<file path="src/rtl/ethpipe_wb_slotmap.sv">
// ethpipe_wb_slotmap
//   Wishbone slave behind wb_tlc. It maps the PCIe BAR window onto the ethpipe
//   global registers and the per-channel RX slot RAMs (port A).
//   Region adr[15:13]: 0 = global registers, 1+c = slot RAM of channel c,
//   anything else acks with data 0 and ignores writes.
//
// Ports
//   clk_125, rstn         clock; asynchronous active-low reset
//   wb_*                  Wishbone slave with 16-bit data
//                         (sel[1] -> bits[7:0], sel[0] -> bits[15:8])
//   ram_addr_o/data_o/be_o/we_o   per-channel slot RAM port A, channel-packed
//   ram_q_i               per-channel read data, valid RD_LAT cycles after address
//   slot_ready_i          per-channel pulse that sets a slot status bit
//   global_counter_i      free-running 64-bit timestamp
//   global_counter_rst_o  one-cycle clear pulse for the timestamp counter
//   irq_n_o               active-low level interrupt, ~|(status & mask)
module ethpipe_wb_slotmap #(
  parameter int NCH    = 2,
  parameter int RAM_AW = 11,
  parameter int RD_LAT = 2
) (
  input  logic                    clk_125,
  input  logic                    rstn,
  input  logic [15:0]             wb_adr_i,
  input  logic [15:0]             wb_dat_i,
  input  logic [1:0]              wb_sel_i,
  input  logic                    wb_we_i,
  input  logic                    wb_stb_i,
  input  logic                    wb_cyc_i,
  output logic [15:0]             wb_dat_o,
  output logic                    wb_ack_o,
  output logic [NCH*RAM_AW-1:0]   ram_addr_o,
  output logic [NCH*32-1:0]       ram_data_o,
  output logic [NCH*4-1:0]        ram_be_o,
  output logic [NCH-1:0]          ram_we_o,
  input  logic [NCH*32-1:0]       ram_q_i,
  input  logic [NCH-1:0]          slot_ready_i,
  input  logic [63:0]             global_counter_i,
  output logic                    global_counter_rst_o,
  output logic                    irq_n_o
);

  typedef enum logic [1:0] {IDLE = 2'd0, RD_WAIT = 2'd1, ACK = 2'd2} state_t;

  localparam int CW = (RD_LAT > 1) ? $clog2(RD_LAT) : 1;
  localparam logic [CW-1:0] LAT_LAST = CW'(RD_LAT - 1);

  state_t state_q, state_d;

  logic [NCH-1:0]              status_q, status_d;
  logic [NCH-1:0]              mask_q, mask_d;
  logic [63:0]                 snap_q, snap_d;
  logic                        cnt_rst_q, cnt_rst_d;
  logic                        irq_n_q, irq_n_d;
  logic [15:0]                 wb_dat_q, wb_dat_d;
  logic [31:0]                 hold_q, hold_d;
  logic [NCH-1:0][RAM_AW-1:0]  addr_q, addr_d;
  logic [NCH-1:0][31:0]        data_q, data_d;
  logic [NCH-1:0][3:0]         be_q, be_d;
  logic [NCH-1:0]              we_q, we_d;
  logic [CW-1:0]               lat_cnt_q, lat_cnt_d;
  logic [2:0]                  rd_ch_q, rd_ch_d;

  logic              req, is_glob, is_slot, half, rd_lo, glob_row0;
  logic [2:0]        region, chan, gidx;
  logic [RAM_AW-1:0] word;
  logic [NCH-1:0]    clr;
  logic [31:0]       q_sel;
  logic              unused_adr0;

  assign req       = wb_cyc_i & wb_stb_i;
  assign region    = wb_adr_i[15:13];
  assign is_glob   = (region == 3'd0);
  assign is_slot   = (region != 3'd0) && ({1'b0, region} <= 4'(NCH));
  assign chan      = region - 3'd1;
  assign gidx      = wb_adr_i[3:1];
  assign glob_row0 = (wb_adr_i[12:4] == 9'd0);
  assign word      = wb_adr_i[RAM_AW+1:2];
  assign half      = wb_adr_i[1];
  // Only the lower half of a slot word needs a RAM round trip; the upper half
  // is served from the hold register filled by that lower-half read.
  assign rd_lo     = req && is_slot && !wb_we_i && !half;
  assign unused_adr0 = wb_adr_i[0];

  always_ff @(posedge clk_125 or negedge rstn) begin
    if (!rstn) state_q <= IDLE;
    else       state_q <= state_d;
  end

  always_comb begin
    state_d = state_q;
    case (state_q)
      IDLE:    if (req) state_d = rd_lo ? RD_WAIT : ACK;
      RD_WAIT: begin
        if (!req)                       state_d = IDLE;
        else if (lat_cnt_q == LAT_LAST) state_d = ACK;
      end
      ACK:     state_d = IDLE;
      default: state_d = IDLE;
    endcase
  end

  // The read address goes out combinationally in the request cycle so the RAM
  // latency starts counting at the stb edge; the register then holds it.
  always_comb begin
    wb_ack_o   = (state_q == ACK);
    ram_addr_o = addr_q;
    if (rstn && state_q == IDLE && rd_lo) ram_addr_o = addr_d;
  end

  always_comb begin
    mask_d    = mask_q;
    snap_d    = snap_q;
    cnt_rst_d = 1'b0;
    wb_dat_d  = wb_dat_q;
    hold_d    = hold_q;
    addr_d    = addr_q;
    data_d    = data_q;
    be_d      = be_q;
    we_d      = '0;
    lat_cnt_d = lat_cnt_q;
    rd_ch_d   = rd_ch_q;
    clr       = '0;
    q_sel     = '0;

    for (int c = 0; c < NCH; c++)
      if (rd_ch_q == 3'(c)) q_sel = ram_q_i[c*32 +: 32];

    case (state_q)
      IDLE: if (req) begin
        lat_cnt_d = '0;
        wb_dat_d  = 16'h0000;
        if (is_glob) begin
          if (glob_row0) begin
            case (gidx)
              3'd0: if (wb_we_i) clr = wb_dat_i[NCH-1:0] & {NCH{wb_sel_i[1]}};
                    else         wb_dat_d = 16'(status_q);
              3'd1: if (wb_we_i) begin
                      if (wb_sel_i[1]) mask_d = wb_dat_i[NCH-1:0];
                    end else wb_dat_d = 16'(mask_q);
              // Reading the low word freezes all 64 bits so the upper words
              // form a coherent snapshot.
              3'd2: if (!wb_we_i) begin
                      snap_d   = global_counter_i;
                      wb_dat_d = global_counter_i[15:0];
                    end
              3'd3: if (!wb_we_i) wb_dat_d = snap_q[31:16];
              3'd4: if (!wb_we_i) wb_dat_d = snap_q[47:32];
              3'd5: if (!wb_we_i) wb_dat_d = snap_q[63:48];
              3'd6: if (wb_we_i && wb_dat_i[0]) cnt_rst_d = 1'b1;
              default: ;
            endcase
          end
        end else if (is_slot) begin
          for (int c = 0; c < NCH; c++) begin
            if (chan == 3'(c)) begin
              if (wb_we_i) begin
                addr_d[c] = word;
                we_d[c]   = 1'b1;
                if (half) begin
                  be_d[c]   = {wb_sel_i[0], wb_sel_i[1], 2'b00};
                  data_d[c] = {wb_dat_i, 16'h0000};
                end else begin
                  be_d[c]   = {2'b00, wb_sel_i[0], wb_sel_i[1]};
                  data_d[c] = {16'h0000, wb_dat_i};
                end
              end else if (!half) begin
                addr_d[c] = word;
                rd_ch_d   = chan;
              end
            end
          end
          if (!wb_we_i) wb_dat_d = half ? hold_q[31:16] : wb_dat_q;
        end
      end
      RD_WAIT: if (req) begin
        if (lat_cnt_q == LAT_LAST) begin
          hold_d   = q_sel;
          wb_dat_d = q_sel[15:0];
        end else begin
          lat_cnt_d = lat_cnt_q + CW'(1);
        end
      end
      default: ;
    endcase

    // A fresh slot_ready wins over a W1C aimed at the same bit.
    status_d = (status_q & ~clr) | slot_ready_i;
    irq_n_d  = ~|(status_q & mask_q);
  end

  always_ff @(posedge clk_125 or negedge rstn) begin
    if (!rstn) begin
      status_q  <= '0;
      mask_q    <= '0;
      snap_q    <= '0;
      cnt_rst_q <= 1'b0;
      irq_n_q   <= 1'b1;
      wb_dat_q  <= '0;
      hold_q    <= '0;
      addr_q    <= '0;
      data_q    <= '0;
      be_q      <= '0;
      we_q      <= '0;
      lat_cnt_q <= '0;
      rd_ch_q   <= '0;
    end else begin
      status_q  <= status_d;
      mask_q    <= mask_d;
      snap_q    <= snap_d;
      cnt_rst_q <= cnt_rst_d;
      irq_n_q   <= irq_n_d;
      wb_dat_q  <= wb_dat_d;
      hold_q    <= hold_d;
      addr_q    <= addr_d;
      data_q    <= data_d;
      be_q      <= be_d;
      we_q      <= we_d;
      lat_cnt_q <= lat_cnt_d;
      rd_ch_q   <= rd_ch_d;
    end
  end

  assign wb_dat_o             = wb_dat_q;
  assign ram_data_o           = data_q;
  assign ram_be_o             = be_q;
  assign ram_we_o             = we_q;
  assign global_counter_rst_o = cnt_rst_q;
  assign irq_n_o              = irq_n_q;

endmodule

</file>
<file path="config.mk">
export PLATFORM = sky130hd
export DESIGN_NAME = ethpipe_wb_slotmap
export DESIGN_NICKNAME = d
export VERILOG_FILES = /design/src/rtl/ethpipe_wb_slotmap.sv
export SDC_FILE = /design/constraint.sdc
export NUM_CORES = 1
export LEC_CHECK = 0
export ABC_AREA = 1
export ABC_CLOCK_PERIOD_IN_PS = 6350
export CAP_MARGIN = 20
export CORE_AREA = 2 2 180 182
export DETAILED_ROUTE_END_ITERATION = 10
export DIE_AREA = 0 0 182 184
export GPL_TIMING_DRIVEN = 1
export PLACE_DENSITY_LB_ADDON = 0.05
export SYNTH_ARGS = -nofsm -noshare
export SYNTH_HDL_FRONTEND = slang
export SYNTH_SLANG_ARGS = --single-unit
export TNS_END_PERCENT = 1
</file>
<file path="constraint.sdc">
create_clock -name clk_125 -period 6.35 [get_ports clk_125]
set_input_delay 1.5875 -clock clk_125 [delete_from_list [all_inputs] [get_ports clk_125]]
set_output_delay 1.5875 -clock clk_125 [all_outputs]
set_load 0.01 [all_outputs]
</file>
After elaboration in Yosys (flattened, before gate mapping). Index checks and enable logic that the tools add are counted.

Bits in registers: 220. Bits in latches: 0. Bits in writable memories: 0. Bits in read-only memories: 0. Output and inout port bits: 115. Memories: 0.

Add/subtract/negate cells: 2. Multipliers: 0. Divide/modulo/power cells: 0. Magnitude comparators: 1. Eq/ne operators: 15. Shift operators: 0. Muxes and demuxes: 65. Bitwise logic cells: 8. Reduce and logical (&&, ||, !) cells: 28.

Operators by type and width (number): two-way mux 16 bit (12); two-way mux 22 bit (5); two-way mux 32 bit (3); one-hot mux 16 bit (6 select lines) (1); two-way mux 11 bit (6); two-way mux 2 bit (16); one-hot mux 16 bit (2 select lines) (1); two-way mux 3 bit (6); AND reduction 6 bit (3); logical NOT 3 bit (4); two-way mux 1 bit (12); == test 3 x 1 -> 1 bit (second input constant) (3); == test 3 bit (second input constant) (3); logical NOT 9 bit (1); logical AND 1 bit (7); AND reduction 7 bit (1); bitwise AND 2 bit (3); == test 3 x 2 -> 1 bit (second input constant) (2); != test 2 bit (second input constant) (3); AND reduction 3 bit (2); != test 5 bit (second input constant) (1); AND reduction 5 bit (1); two-way mux 4 bit (1); one-hot mux 2 bit (2 select lines) (1); other kinds (18) (21).

Logic depth before layout (Yosys ltp).
Depth in word-level cells: 10. Depth in mapped cells: 12. Mapped depth without buffers: 11.

Worst setup path after synthesis. No wires, ideal clock.

Path type: input to output. Start: input port wb_adr_i[14]. End: output port ram_addr_o[19]. Arrival time: 2784 ps. Required time: 4762 ps. Path slack: 1979 ps. Stages on the path: 11. Path through: inv_1 -> ha_1 -> nor2_2 -> o21ai_4 -> nor2_8 -> nand3_2 -> buf_2 -> nand2_1 -> o21ai_2 -> nand2_1 -> nand2_1.

RTL lines: start: declaration (line 24) `input logic [15:0] wb_adr_i,`; end: declaration (line 32) `output logic [NCH*RAM_AW-1:0] ram_addr_o,`.

==> results.py <==
metrics = {
    "outcome": {
        "status": "complete, no violations",
    },
    "detailed_routing": {
        "top_layer": "met5",
        "drt-wirelength-per-cell_um": 16.02,
        "routed_wl_um": 30100,
        "vias": 8496,
        "vias_per_cell": 4.522,
        "drtPass1Iterations": 4,
        "drtAntennaViolNets": 0,
        "dr_wl_met2_um": 14500,
        "drc": 0,
        "wl_met3_um": 1512,
        "m1WireLength_um": 13800,
        "drt-initial-drc-count": 542,
    },
    "power": {
        "clkPwrFrac": 0.381,
        "p_seq_frac": 0.460,
        "p_leak_nw": 6.026,
        "swShare": 0.2686,
        "switchingPower_mw": 0.7426,
        "combPwrFrac": 0.158,
        "ir_drop_uv": 187.4,
        "p_int_mw": 2.022,
        "cellPowerDensity_mw_per_mm2": 212.2,
    },
    "logic_synthesis": {
        "ys_seq_elements": 188,
        "syn_avg_cell_area_um2": 7.666,
        "synth.top_cell.area_share": 0.4991,
        "synth_edf_count": 0,
        "synth.distinct_cells": 35,
        "yosys-top-cells-area": "dfrtp_1 (50%), nand2_1 (17%), o21ai_1 (5.3%)",
        "synth-seq-area-share": 0.5019,
        "yosysMostFrequentCell": "nand2_1",
        "synthTopCellsByCount": "nand2_1 (413), dfrtp_1 (187), nor2_1 (121), inv_1 (104), o21ai_1 (100)",
        "netlist_area_mm2": 0.009375,
        "syn-num-nets": 1396,
        "synth_warnings": 0,
        "synth_cells": 1223,
        "ys.flop_type": "dfrtp_1",
        "yosysTopAreaCell": "dfrtp_1",
        "async_reset_ff_frac": 1.000,
    },
    "die": {
        "die_x_um": 182,
        "die_height_um": 184,
        "initial_core_util": 0.2986,
        "die-area_mm2": 0.03349,
        "fp-row-count": 65,
        "core_area_mm2": 0.03139,
        "ios": 284,
    },
    "clock_network": {
        "cts-root-buf": "clkbuf_16",
        "cts.repair.resized": 0,
        "cts_buffers": 17,
        "clk_path_buf_depth": 2,
        "htreeDepth": 4,
        "cts_tree": "built",
        "path_clk_slew_ps": 70,
        "clk_latency_ps": 440,
        "numClockSinks": 188,
        "cts_setup_buffers": 0,
        "cts-hold-fix-buffers": 0,
    },
    "final_layout": {
        "area_growth_pct": 38.96,
        "antenna_cells": 0,
        "drive_above_1_share": 0.06229,
        "nFillCells": 3283,
        "postLayoutCoreUtil": 0.4150,
        "nets": 1637,
    },
    "worst_setup_path": {
        "slowest_stage": "clkdlybuf4s50_1",
        "path_cells": "clkdlybuf4s50_1 -> inv_1 -> ha_1 -> nor2_2 -> o21ai_4 -> nor2_8 -> nand3_2 -> o21ai_1 -> nand2_1 -> nand2_1 -> clkdlybuf4s50_1",
        "critical_path_required_ps": 4760,
        "slowest_delay_ps": 570,
        "cp_top_family": "buffers and inverters",
        "critPathBufInv": 3,
        "start_kind": "input port",
        "endpoint_kind": "output port",
        "worstSetupPathType": "input port to output port",
        "cp_max_fo": 22,
        "cp.arrival_ps": 4350,
    },
    "global_route": {
        "grt_max_degree": 106,
        "first_global_vias": 8388,
        "grt-ovfl-total": 0,
        "grtUsageTotal": 0.1820,
        "grt_first_pass_wirelength_um": 47250,
        "antenna_found_initial": 2,
    },
    "sta": {
        "fin_setup_tns_ps": 0,
        "slew_headroom": 0.2818,
        "worstMarginPinSlew_ps": 1076,
        "fin_crit_sh": 0.9348,
        "slew_viol_final": 0,
        "fin_crit_ps": 5936,
        "skew_ps": 11.21,
        "rsz0062_at_grt": "no",
        "max_freq_mhz": 168.5,
        "finalHoldViolCount": 0,
        "setup_viol": 0,
    },
    "placed_design": {
        "portBuffers": 282,
        "gp_congestion": 0.7622,
        "place.detailed.hpwl_um": 21220,
    },
    "job": {
        "maxCapViolations": 0,
    },
    "hold_path": {
        "hold_path.class": "flop to flop",
    },
}
==> area by class of cell <==
cell class | count | area (um2) | area share
Clock buffer | 20 | 446.7 | 0.03429
Clock inverter | 12 | 111.4 | 0.008548
Inverter | 113 | 429.2 | 0.03294
Multi-Input combinational cell | 850 | 3882 | 0.2980
Sequential cell | 188 | 4706 | 0.3612
Tap cell | 402 | 503.0 | 0.03861
Timing Repair Buffer | 294 | 2949 | 0.2264
==> worst reg2reg max path: stages, from the launching register on <==
cell     delay (ps)
dfrtp_1         420
inv_2           130
nand3_4         130
nor2_2          240
nand4_4         630
buf_4           570
nand2_1         120
o21ai_0          80
==> per-stage QoR <==
step	worst slack [ps]	cells	area (um2)	hold WS [ps]	power (mW)
after global routing	156.8	1879	13030	505.9	2.902
after CTS	395.8	1879	13030	487.3	2.811
after global placement	440.4	1846	12440	463.8	1.739
after floorplan	1979	1223	9375	453.0	1.476
final	414.3	1879	13030	483.3	2.765
after detailed placement	406.2	1847	12470	466.1	1.741
==> power by group through the flow <==
stage	Clock [mW]	Sequential (mW)	Combinational [mW]
3_3_place_gp	0	1.30	0.443
2_1_floorplan	0	1.30	0.173
5_1_grt	1.14	1.28	0.485
6_report	1.05	1.27	0.437
3_5_place_dp	0	1.30	0.445
4_1_cts	1.09	1.27	0.447
==> placed cells by master, fill, tap and decap left out, types with 3 or more instances in the layout <==
cell,netlist,final
a21oi_1,46,46
a31oi_1,32,32
buf_4,2,10
clkbuf_16,0,17
clkdlybuf4s50_1,0,281
clkinv_2,0,3
clkinvlp_4,0,3
dfrtp_1,187,187
ha_1,4,4
inv_1,104,104
inv_2,7,7
inv_6,0,4
nand2_1,413,413
nand3_1,58,58
nand3_2,3,3
nor2_1,121,121
nor2_2,7,6
nor2_4,2,3
o21ai_0,28,28
o21ai_1,100,100
o21ai_2,18,18
==> layer usage <==
metal,track usage,vias up
li1,-,4369
met3,0.04061,21
met1,0.2378,3901
met5,0,-
met4,0.04000,4
met2,0.3087,201
==> logic make-up (layout without fill, tap and decap cells) <==
family / Yosys count / after routing / share of synthesized area
AOI/OAI and AO/OA: 230 / 230 / 0.1372
buffers and inverters: 185 / 439 / 0.08608
DFF: 188 / 188 / 0.5019
and+or+nand+nor: 616 / 616 / 0.2695
adders and majority gates: 4 / 4 / 0.005339
==> flip-flops by register name, indices dropped and copies added, names as in the netlist <==
signal / count
ram_data_o: 64
snap_q: 48
addr_q: 22
hold_q: 16
wb_dat_o: 16
ram_be_o: 8
rd_ch_q: 3
mask_q: 2
ram_we_o: 2
state_q: 2
status_q: 2
global_counter_rst_o: 1
irq_n_o: 1
lat_cnt_q: 1
==> final timing paths <==
| path | start | endpoint | slack (ps) | cells after the start |
|---|---|---|---|---|
| max in group asynchronous | rstn | wb_dat_o[11]$_DFFE_PN0P_ | 4310 | 2 |
| worst max-delay path | wb_adr_i[13] | ram_addr_o[11] | 410 | 11 |
| worst min register to register | snap_q[34]$_DFFE_PN0P_ | snap_q[34]$_DFFE_PN0P_ | 480 | 2 |
| worst max register to register | state_q[0]$_DFFE_PN0P_ | snap_q[38]$_DFFE_PN0P_ | 3910 | 7 |
| min in group asynchronous | rstn | ram_data_o[7]$_DFFE_PN0P_ | 1080 | 1 |
| worst min-delay path | snap_q[34]$_DFFE_PN0P_ | snap_q[34]$_DFFE_PN0P_ | 480 | 2 |
Note: power is estimated with default switching activity, not from simulation.
